==> src/rtl/wb_stream_pkg.sv <==
// rtl/wb_stream_pkg.sv - Wishbone cycle-type constants and writer FSM states
package wb_stream_pkg;

    localparam logic [2:0] CTI_CLASSIC = 3'b000;
    localparam logic [2:0] CTI_INC     = 3'b010;
    localparam logic [2:0] CTI_EOB     = 3'b111;
    localparam logic [1:0] BTE_LINEAR  = 2'b00;

    typedef enum logic [1:0] {
        ST_IDLE,
        ST_WAIT,
        ST_BURST
    } wr_state_t;

endpackage

==> src/rtl/wb_stream_fifo.sv <==
// rtl/wb_stream_fifo.sv - synchronous show-ahead FIFO with occupancy count
module wb_stream_fifo #(
    parameter int DW = 32,
    parameter int AW = 4
) (
    input  logic          clk,
    input  logic          rst,
    input  logic          push,
    input  logic [DW-1:0] wdata,
    input  logic          pop,
    output logic [DW-1:0] rdata,
    output logic [AW:0]   count,
    output logic          full,
    output logic          empty
);

    localparam int DEPTH = 1 << AW;

    logic [DW-1:0] mem [DEPTH];
    logic [AW-1:0] wr_ptr;
    logic [AW-1:0] rd_ptr;
    logic          push_ok;
    logic          pop_ok;

    assign full    = (count == DEPTH[AW:0]);
    assign empty   = (count == '0);
    assign push_ok = push && !full;
    assign pop_ok  = pop && !empty;
    assign rdata   = mem[rd_ptr];

    always_ff @(posedge clk) begin
        if (push_ok) begin
            mem[wr_ptr] <= wdata;
        end
    end

    always_ff @(posedge clk) begin
        if (rst) begin
            wr_ptr <= '0;
            rd_ptr <= '0;
            count  <= '0;
        end else begin
            if (push_ok) begin
                wr_ptr <= wr_ptr + AW'(1);
            end
            if (pop_ok) begin
                rd_ptr <= rd_ptr + AW'(1);
            end
            count <= count + (AW+1)'(push_ok) - (AW+1)'(pop_ok);
        end
    end

endmodule

==> src/rtl/wb_stream_burst_writer.sv <==
// rtl/wb_stream_burst_writer.sv - stream-to-Wishbone burst writer; irq enabled by WB_STREAM_BURST_WRITER_IRQ_EN
module wb_stream_burst_writer
    import wb_stream_pkg::*;
#(
    parameter int WB_AW         = 32,
    parameter int WB_DW         = 32,
    parameter int FIFO_AW       = 4,
    parameter int MAX_BURST_LEN = 8
) (
    input  logic                 wb_clk_i,
    input  logic                 wb_rst_i,
    input  logic [WB_DW-1:0]     stream_data_i,
    input  logic                 stream_valid_i,
    output logic                 stream_ready_o,
    input  logic [WB_AW-1:0]     start_adr_i,
    input  logic [WB_AW-1:0]     buf_words_i,
    input  logic                 start_i,
    output logic                 busy_o,
    output logic                 err_o,
    output logic                 irq_o,
    input  logic                 irq_clr_i,
    output logic [WB_AW-1:0]     wbm_adr_o,
    output logic [WB_DW-1:0]     wbm_dat_o,
    output logic [WB_DW/8-1:0]   wbm_sel_o,
    output logic                 wbm_we_o,
    output logic [2:0]           wbm_cti_o,
    output logic [1:0]           wbm_bte_o,
    output logic                 wbm_cyc_o,
    output logic                 wbm_stb_o,
    input  logic                 wbm_ack_i,
    input  logic                 wbm_err_i
);

    localparam int               CW      = FIFO_AW + 1;
    localparam logic [WB_AW-1:0] STEP    = WB_AW'(WB_DW / 8);
    localparam logic [WB_AW-1:0] MAXL_AW = WB_AW'(MAX_BURST_LEN);

    wr_state_t        state;
    wr_state_t        state_nxt;
    logic [WB_AW-1:0] adr_q;
    logic [WB_AW-1:0] remain_q;
    logic [CW-1:0]    beats_q;
    logic             err_q;

    logic [CW-1:0]    fifo_count;
    logic             fifo_full;
    logic             unused_fifo_empty;
    logic             fifo_pop;
    logic [WB_DW-1:0] fifo_head;

    logic [CW-1:0]    burst_len;
    logic             last_beat;
    logic             accept_start;
    logic             done_evt;
    logic             bus_err;

    wb_stream_fifo #(
        .DW (WB_DW),
        .AW (FIFO_AW)
    ) u_fifo (
        .clk   (wb_clk_i),
        .rst   (wb_rst_i),
        .push  (stream_valid_i),
        .wdata (stream_data_i),
        .pop   (fifo_pop),
        .rdata (fifo_head),
        .count (fifo_count),
        .full  (fifo_full),
        .empty (unused_fifo_empty)
    );

    assign stream_ready_o = !fifo_full;
    assign busy_o         = (state != ST_IDLE);
    assign err_o          = err_q;
    assign wbm_adr_o      = adr_q;
    assign wbm_dat_o      = fifo_head;
    assign wbm_bte_o      = BTE_LINEAR;

    assign burst_len = (remain_q < MAXL_AW) ? remain_q[CW-1:0] : CW'(MAX_BURST_LEN);
    assign last_beat = (beats_q == CW'(1));
    // An error wins over a coincident ack so no word is consumed on a failed beat.
    assign bus_err   = (state == ST_BURST) && wbm_err_i;

    always_ff @(posedge wb_clk_i) begin
        if (wb_rst_i) begin
            state <= ST_IDLE;
        end else begin
            state <= state_nxt;
        end
    end

    always_comb begin
        state_nxt    = state;
        fifo_pop     = 1'b0;
        done_evt     = 1'b0;
        accept_start = 1'b0;
        wbm_cyc_o    = 1'b0;
        wbm_stb_o    = 1'b0;
        wbm_we_o     = 1'b0;
        wbm_sel_o    = '0;
        wbm_cti_o    = CTI_CLASSIC;
        case (state)
            ST_IDLE: begin
                if (start_i) begin
                    accept_start = 1'b1;
                    if (buf_words_i == '0) begin
                        done_evt = 1'b1;
                    end else begin
                        state_nxt = ST_WAIT;
                    end
                end
            end
            ST_WAIT: begin
                if (fifo_count >= burst_len) begin
                    state_nxt = ST_BURST;
                end
            end
            ST_BURST: begin
                wbm_cyc_o = 1'b1;
                wbm_stb_o = 1'b1;
                wbm_we_o  = 1'b1;
                wbm_sel_o = '1;
                wbm_cti_o = last_beat ? CTI_EOB : CTI_INC;
                if (wbm_err_i) begin
                    state_nxt = ST_IDLE;
                end else if (wbm_ack_i) begin
                    fifo_pop = 1'b1;
                    if (last_beat) begin
                        if (remain_q == WB_AW'(1)) begin
                            state_nxt = ST_IDLE;
                            done_evt  = 1'b1;
                        end else begin
                            state_nxt = ST_WAIT;
                        end
                    end
                end
            end
            default: state_nxt = ST_IDLE;
        endcase
    end

    always_ff @(posedge wb_clk_i) begin
        if (wb_rst_i) begin
            adr_q    <= '0;
            remain_q <= '0;
            beats_q  <= '0;
            err_q    <= 1'b0;
        end else begin
            if (accept_start) begin
                adr_q    <= start_adr_i;
                remain_q <= buf_words_i;
                err_q    <= 1'b0;
            end
            if (state == ST_WAIT && state_nxt == ST_BURST) begin
                beats_q <= burst_len;
            end
            if (bus_err) begin
                err_q <= 1'b1;
            end
            if (fifo_pop) begin
                adr_q    <= adr_q + STEP;
                remain_q <= remain_q - WB_AW'(1);
                beats_q  <= beats_q - CW'(1);
            end
        end
    end

`ifdef WB_STREAM_BURST_WRITER_IRQ_EN
    logic irq_q;

    always_ff @(posedge wb_clk_i) begin
        if (wb_rst_i) begin
            irq_q <= 1'b0;
        end else if (done_evt) begin
            irq_q <= 1'b1;
        end else if (irq_clr_i) begin
            irq_q <= 1'b0;
        end
    end

    assign irq_o = irq_q;
`else
    logic unused_irq;

    assign unused_irq = irq_clr_i ^ done_evt;
    assign irq_o      = 1'b0;
`endif

endmodule

==> config.mk <==
export PLATFORM = sky130hd
export DESIGN_NAME = wb_stream_burst_writer
export DESIGN_NICKNAME = d
export VERILOG_FILES = /design/src/rtl/wb_stream_pkg.sv /design/src/rtl/wb_stream_fifo.sv /design/src/rtl/wb_stream_burst_writer.sv
export SDC_FILE = /design/constraint.sdc
export NUM_CORES = 1
export LEC_CHECK = 0
export CAP_MARGIN = 20
export CORE_ASPECT_RATIO = 0.7
export CORE_MARGIN = 3
export CORE_UTILIZATION = 58
export DETAILED_ROUTE_END_ITERATION = 8
export MAX_ROUTING_LAYER = met4
export PLACE_DENSITY = 0.79
export SLEW_MARGIN = 5
export SYNTH_ARGS = -nofsm -noshare
export SYNTH_HDL_FRONTEND = slang
export SYNTH_SLANG_ARGS = --single-unit
==> constraint.sdc <==
create_clock -name wb_clk_i -period 5.1 [get_ports wb_clk_i]
set_input_delay 1.02 -clock wb_clk_i [delete_from_list [all_inputs] [get_ports wb_clk_i]]
set_output_delay 1.02 -clock wb_clk_i [all_outputs]
set_load 0.05 [all_outputs]
==> load_flow_metrics.sql, run 1 <==
INSERT INTO impl_metrics (metric_group, metric, value, unit) VALUES
('timing', 'timing.final.max_slew_violations', '0', ''),
('floorplan', 'chipHeight', '177', 'um'),
('floorplan', 'start_util', '59.1', '%'),
('power_and_ir_drop', 'ir_drop', '308', 'uV'),
('timing', 'finalSetupViolations', '0', ''),
('timing', 'rsz0062_at_grt', 'no', ''),
('setup_path', 'critical_path_peak_fanout', '77', ''),
('min_path', 'min_delay_path_depth', '2', ''),
('layout', 'nets', '1699', ''),
('timing', 'final_period_minus_worst_setup_slack', '4.54', 'ns'),
('grt', 'grt_overall_usage', '27.0', '%'),
('routing', 'drc', '0', ''),
('placement', 'gp_congestion', '0.918', ''),
('setup_path', 'crit_path_cell_chain', 'buf_12, mux4_2, mux4_2, clkdlybuf4s50_1', ''),
('layout', 'post_route_cells_drive_above_1_share', '18.9', '%'),
('setup_path', 'worst_setup_path_end_kind', 'output port', ''),
('logic_synthesis', 'synth_seq_area_share', '70.5', '%'),
('setup_path', 'rr_worst_depth', '11', ''),
('outcome', 'status', 'finished clean', ''),
('setup_path', 'worst-path-buf-inv', '2', ''),
('layout', 'regArea', '17200', 'um2'),
('placement', 'place.port_buffers', '178', ''),
('grt', 'antenna_violations_before_repair', '1', ''),
('setup_path', 'critical_path_startpoint_category', 'flop', ''),
('layout', 'final_cell_area', '28700', 'um2'),
('routing', 'route.detailed.wl_per_inst', '26.7', 'um'),
('floorplan', 'design.core.area', '41200', 'um2'),
('clock_tree', 'numClockSinks', '601', ''),
('placement', 'placedInstanceArea', '27000', 'um2'),
('setup_path', 'critPathMaxStageDelay', '0.78', 'ns'),
('floorplan', 'floorplan.die_area', '44500', 'um2'),
('timing', 'timing_hold_violations_final', '0', ''),
('clock_tree', 'clock_tree_from_tritoncts', 'done', ''),
('timing', 'final_min_period_over_clock_period', '89.1', '%'),
('floorplan', 'die_width', '251', 'um'),
('timing', 'clock_skew', '0.0176', 'ns'),
('layout', 'fillers', '2514', ''),
('floorplan', 'boundaryPins', '183', ''),
('setup_path', 'timing.critical_path.slowest_stage_cell', 'sky130_fd_sc_hd__clkdlybuf4s50_1', ''),
('timing', 'slew_margin_rel', '30.9', '%'),
('logic_synthesis', 'synth_top_area_share', '63.1', '%'),
('clock_tree', 'clock_tree.htree_level_count', '2', ''),
('clock_tree', 'clock_transition_time_at_the_flip_flop_clock_pins_of_the_worst_setup_and_hold_paths', '0.07', 'ns'),
('routing', 'routed_via_density', '6.48', ''),
('routing', 'drtIter0Drc', '1546', ''),
('timing', 'tightest_slew', '1.04', 'ns'),
('clock_tree', 'post_cts_hold_buffer_count', '0', ''),
('grt', 'grt_pass1_vias', '13800', ''),
('layout', 'final_core_util', '69.6', '%'),
('clock_tree', 'clock_tree.root_cell', 'sky130_fd_sc_hd__clkbuf_16', ''),
('setup_path', 'critical_path_cell_count', '4', ''),
('logic_synthesis', 'synth.avg_cell_area', '17.5', 'um2'),
('power_and_ir_drop', 'p_leak', '8.83', 'nW'),
('logic_synthesis', 'synth_area', '24400', 'um2'),
('clock_tree', 'post_cts.resized_instances', '0', ''),
('logic_synthesis', 'synth_edf_count', '512', ''),
('routing', 'drt_first_pass_iters', '5', ''),
('logic_synthesis', 'synth.top_cells.by_area', 'sky130_fd_sc_hd__edfxtp_1 63%, sky130_fd_sc_hd__mux4_2 15%, sky130_fd_sc_hd__dfxtp_1 7.3%, sky130_fd_sc_hd__nand2_1 1.4%, sky130_fd_sc_hd__ha_1 1.1%', ''),
('setup_path', 'cp_data_arrival_time', '3.52', 'ns'),
('timing', 'timing.setup.tns', '0', 'ns'),
('clock_tree', 'post-cts-setup-buffers', '0', ''),
('setup_path', 'timing.critical_path.mode_cell', 'sky130_fd_sc_hd__mux4_2', ''),
('power_and_ir_drop', 'cellPowerDensity', '380', 'nW/um2'),
('clock_tree', 'clk_path_buf_depth', '3', ''),
('run', 'max-cap-violations', '0', ''),
('routing', 'overall_via_count_from_detail_route', '14000', ''),
('floorplan', 'std_cell_rows', '62', ''),
('grt', 'wire_length_of_the_first_global_routing_pass', '86.8', 'mm'),
('grt', 'grt-ovfl-total', '0', ''),
('layout', 'multi_input_comb_area', '6890', 'um2'),
('routing', 'routed_wirelength', '57.6', 'mm');
==> through the flow <==
step                      power (mW)  cells  worst slack (ns)
after floorplan                 6.53   1391             0.752
after global placement          7.00   2063              1.14
after detailed placement        7.04   2063              1.07
after CTS                       11.0   2157             0.488
after global routing            11.3   2158             0.419
final                           10.9   2159             0.556
==> per-layer routing <==
| layer | wire (um) | track usage [%] | vias to the layer above |
|---|---|---|---|
| li1 | - | - | 6053 |
| met1 | 23700 | 39.1 | 7165 |
| met2 | 28100 | 41.8 | 682 |
| met3 | 4580 | 3.90 | 94 |
| met4 | 1190 | 6.42 | 0 |
| met5 | 0 | - | - |
==> Yosys cell counts (20+ instances only) <==
cell,count
sky130_fd_sc_hd__a21oi_1,47
sky130_fd_sc_hd__a31oi_1,35
sky130_fd_sc_hd__clkbuf_1,52
sky130_fd_sc_hd__dfxtp_1,89
sky130_fd_sc_hd__edfxtp_1,512
sky130_fd_sc_hd__ha_1,21
sky130_fd_sc_hd__mux4_2,160
sky130_fd_sc_hd__nand2_1,91
sky130_fd_sc_hd__nand3_1,22
sky130_fd_sc_hd__nand4_1,20
sky130_fd_sc_hd__nor2_1,66
sky130_fd_sc_hd__nor3_1,23
sky130_fd_sc_hd__nor4_1,23
sky130_fd_sc_hd__o21ai_0,21
sky130_fd_sc_hd__or3_1,22
==> power by group <==
group,switching [mW],internal (mW)
combinational,0.837,0.485
sequential,0.117,5.52
clock,1.73,2.21
==> registers in the layout, indices dropped and copies added (netlist names), named ones only <==
| signal | cells |
|---|---|
| u_fifo.count | 5 |
| u_fifo.mem | 512 |
| err_o | 1 |
| beats_q | 5 |
| remain_q | 32 |
| u_fifo.rd_ptr | 4 |
| u_fifo.wr_ptr | 4 |
| wbm_adr_o | 32 |
| state | 2 |
==> worst min-delay path, cell delays in order, from the launching register on <==
cell                      delay (ns)
sky130_fd_sc_hd__dfxtp_1        0.31
sky130_fd_sc_hd__nand2_1        0.05
sky130_fd_sc_hd__a21oi_1        0.05
==> final cells by class <==
cell class	count	share of cell area [%]
Inverter	19	0.249
Sequential cell	601	59.9
Multi-Input combinational cell	686	24.1
Antenna cell	2	0.0175
Timing Repair Buffer	213	7.47
Tap cell	544	2.38
Clock inverter	30	1.04
Clock buffer	64	4.88
==> worst paths after layout <==
check | from | end | slack (ns)
worst max-delay path | flop | wbm_dat_o[27] | 0.56
worst min-delay path | wbm_adr_o[0]$_SDFFE_PP0P_ | wbm_adr_o[0]$_SDFFE_PP0P_ | 0.46
worst max register to register | remain_q[3]$_SDFFE_PP0P_ | beats_q[1]$_SDFFE_PP0P_ | 1.68
worst min register to register | wbm_adr_o[0]$_SDFFE_PP0P_ | wbm_adr_o[0]$_SDFFE_PP0P_ | 0.46
==> cell families (layout without fill, tap and decap cells) <==
group,after synthesis,in the layout,share of synthesized area [%]
adder cells (fa/ha/maj),22,22,1.16
flip-flops,601,601,70.5
other,2,6,0.0308
buffers and inverters,104,326,1.81
AO/OA/AOI/OAI,176,176,4.77
multiplexers,164,164,15.0
AND/OR/NAND/NOR,310,310,6.44
XOR/XNOR,10,10,0.360
==> cells in the final DEF, fill, tap and decap left out, types with 6 or more instances in the layout <==
| cell | synthesis | routed |
|---|---|---|
| sky130_fd_sc_hd__o211ai_1 | 18 | 18 |
| sky130_fd_sc_hd__dfxtp_1 | 89 | 85 |
| sky130_fd_sc_hd__clkinv_2 | 0 | 8 |
| sky130_fd_sc_hd__or3_1 | 22 | 22 |
| sky130_fd_sc_hd__nand2_1 | 91 | 91 |
| sky130_fd_sc_hd__clkdlybuf4s50_1 | 0 | 177 |
| sky130_fd_sc_hd__nor2_4 | 0 | 12 |
| sky130_fd_sc_hd__o311ai_0 | 13 | 13 |
| sky130_fd_sc_hd__edfxtp_1 | 512 | 512 |
| sky130_fd_sc_hd__nand3_1 | 22 | 22 |
| sky130_fd_sc_hd__xor2_1 | 7 | 7 |
| sky130_fd_sc_hd__a32oi_1 | 6 | 6 |
| sky130_fd_sc_hd__nand4_1 | 20 | 20 |
| sky130_fd_sc_hd__inv_1 | 19 | 19 |
| sky130_fd_sc_hd__a221oi_1 | 7 | 7 |
| sky130_fd_sc_hd__clkbuf_1 | 52 | 9 |
| sky130_fd_sc_hd__mux4_2 | 160 | 160 |
| sky130_fd_sc_hd__o21ai_0 | 21 | 21 |
| sky130_fd_sc_hd__a21oi_1 | 47 | 47 |
| sky130_fd_sc_hd__ha_1 | 21 | 21 |
| sky130_fd_sc_hd__nor4_1 | 23 | 23 |
| sky130_fd_sc_hd__nor3_1 | 23 | 19 |
| sky130_fd_sc_hd__nor2_1 | 66 | 53 |
| sky130_fd_sc_hd__clkbuf_16 | 0 | 54 |
| sky130_fd_sc_hd__buf_4 | 11 | 27 |
| sky130_fd_sc_hd__clkinv_1 | 0 | 12 |
| sky130_fd_sc_hd__nand2b_1 | 7 | 7 |
| sky130_fd_sc_hd__a31oi_1 | 35 | 35 |
| sky130_fd_sc_hd__or4_1 | 7 | 7 |
| sky130_fd_sc_hd__buf_12 | 0 | 8 |
| sky130_fd_sc_hd__a22oi_1 | 7 | 7 |
Note: power is estimated with default switching activity, not from simulation.
==> run 2: changes to the inputs <==
--- a/config.mk
+++ b/config.mk
@@ -10,6 +10,7 @@
 export CORE_MARGIN = 3
 export CORE_UTILIZATION = 58
 export DETAILED_ROUTE_END_ITERATION = 8
+export HOLD_SLACK_MARGIN = 0.03
 export MAX_ROUTING_LAYER = met4
 export PLACE_DENSITY = 0.79
 export SLEW_MARGIN = 5
==> results of run 2 <==
The final DEF is identical to that of run 1; final timing and power are the same.
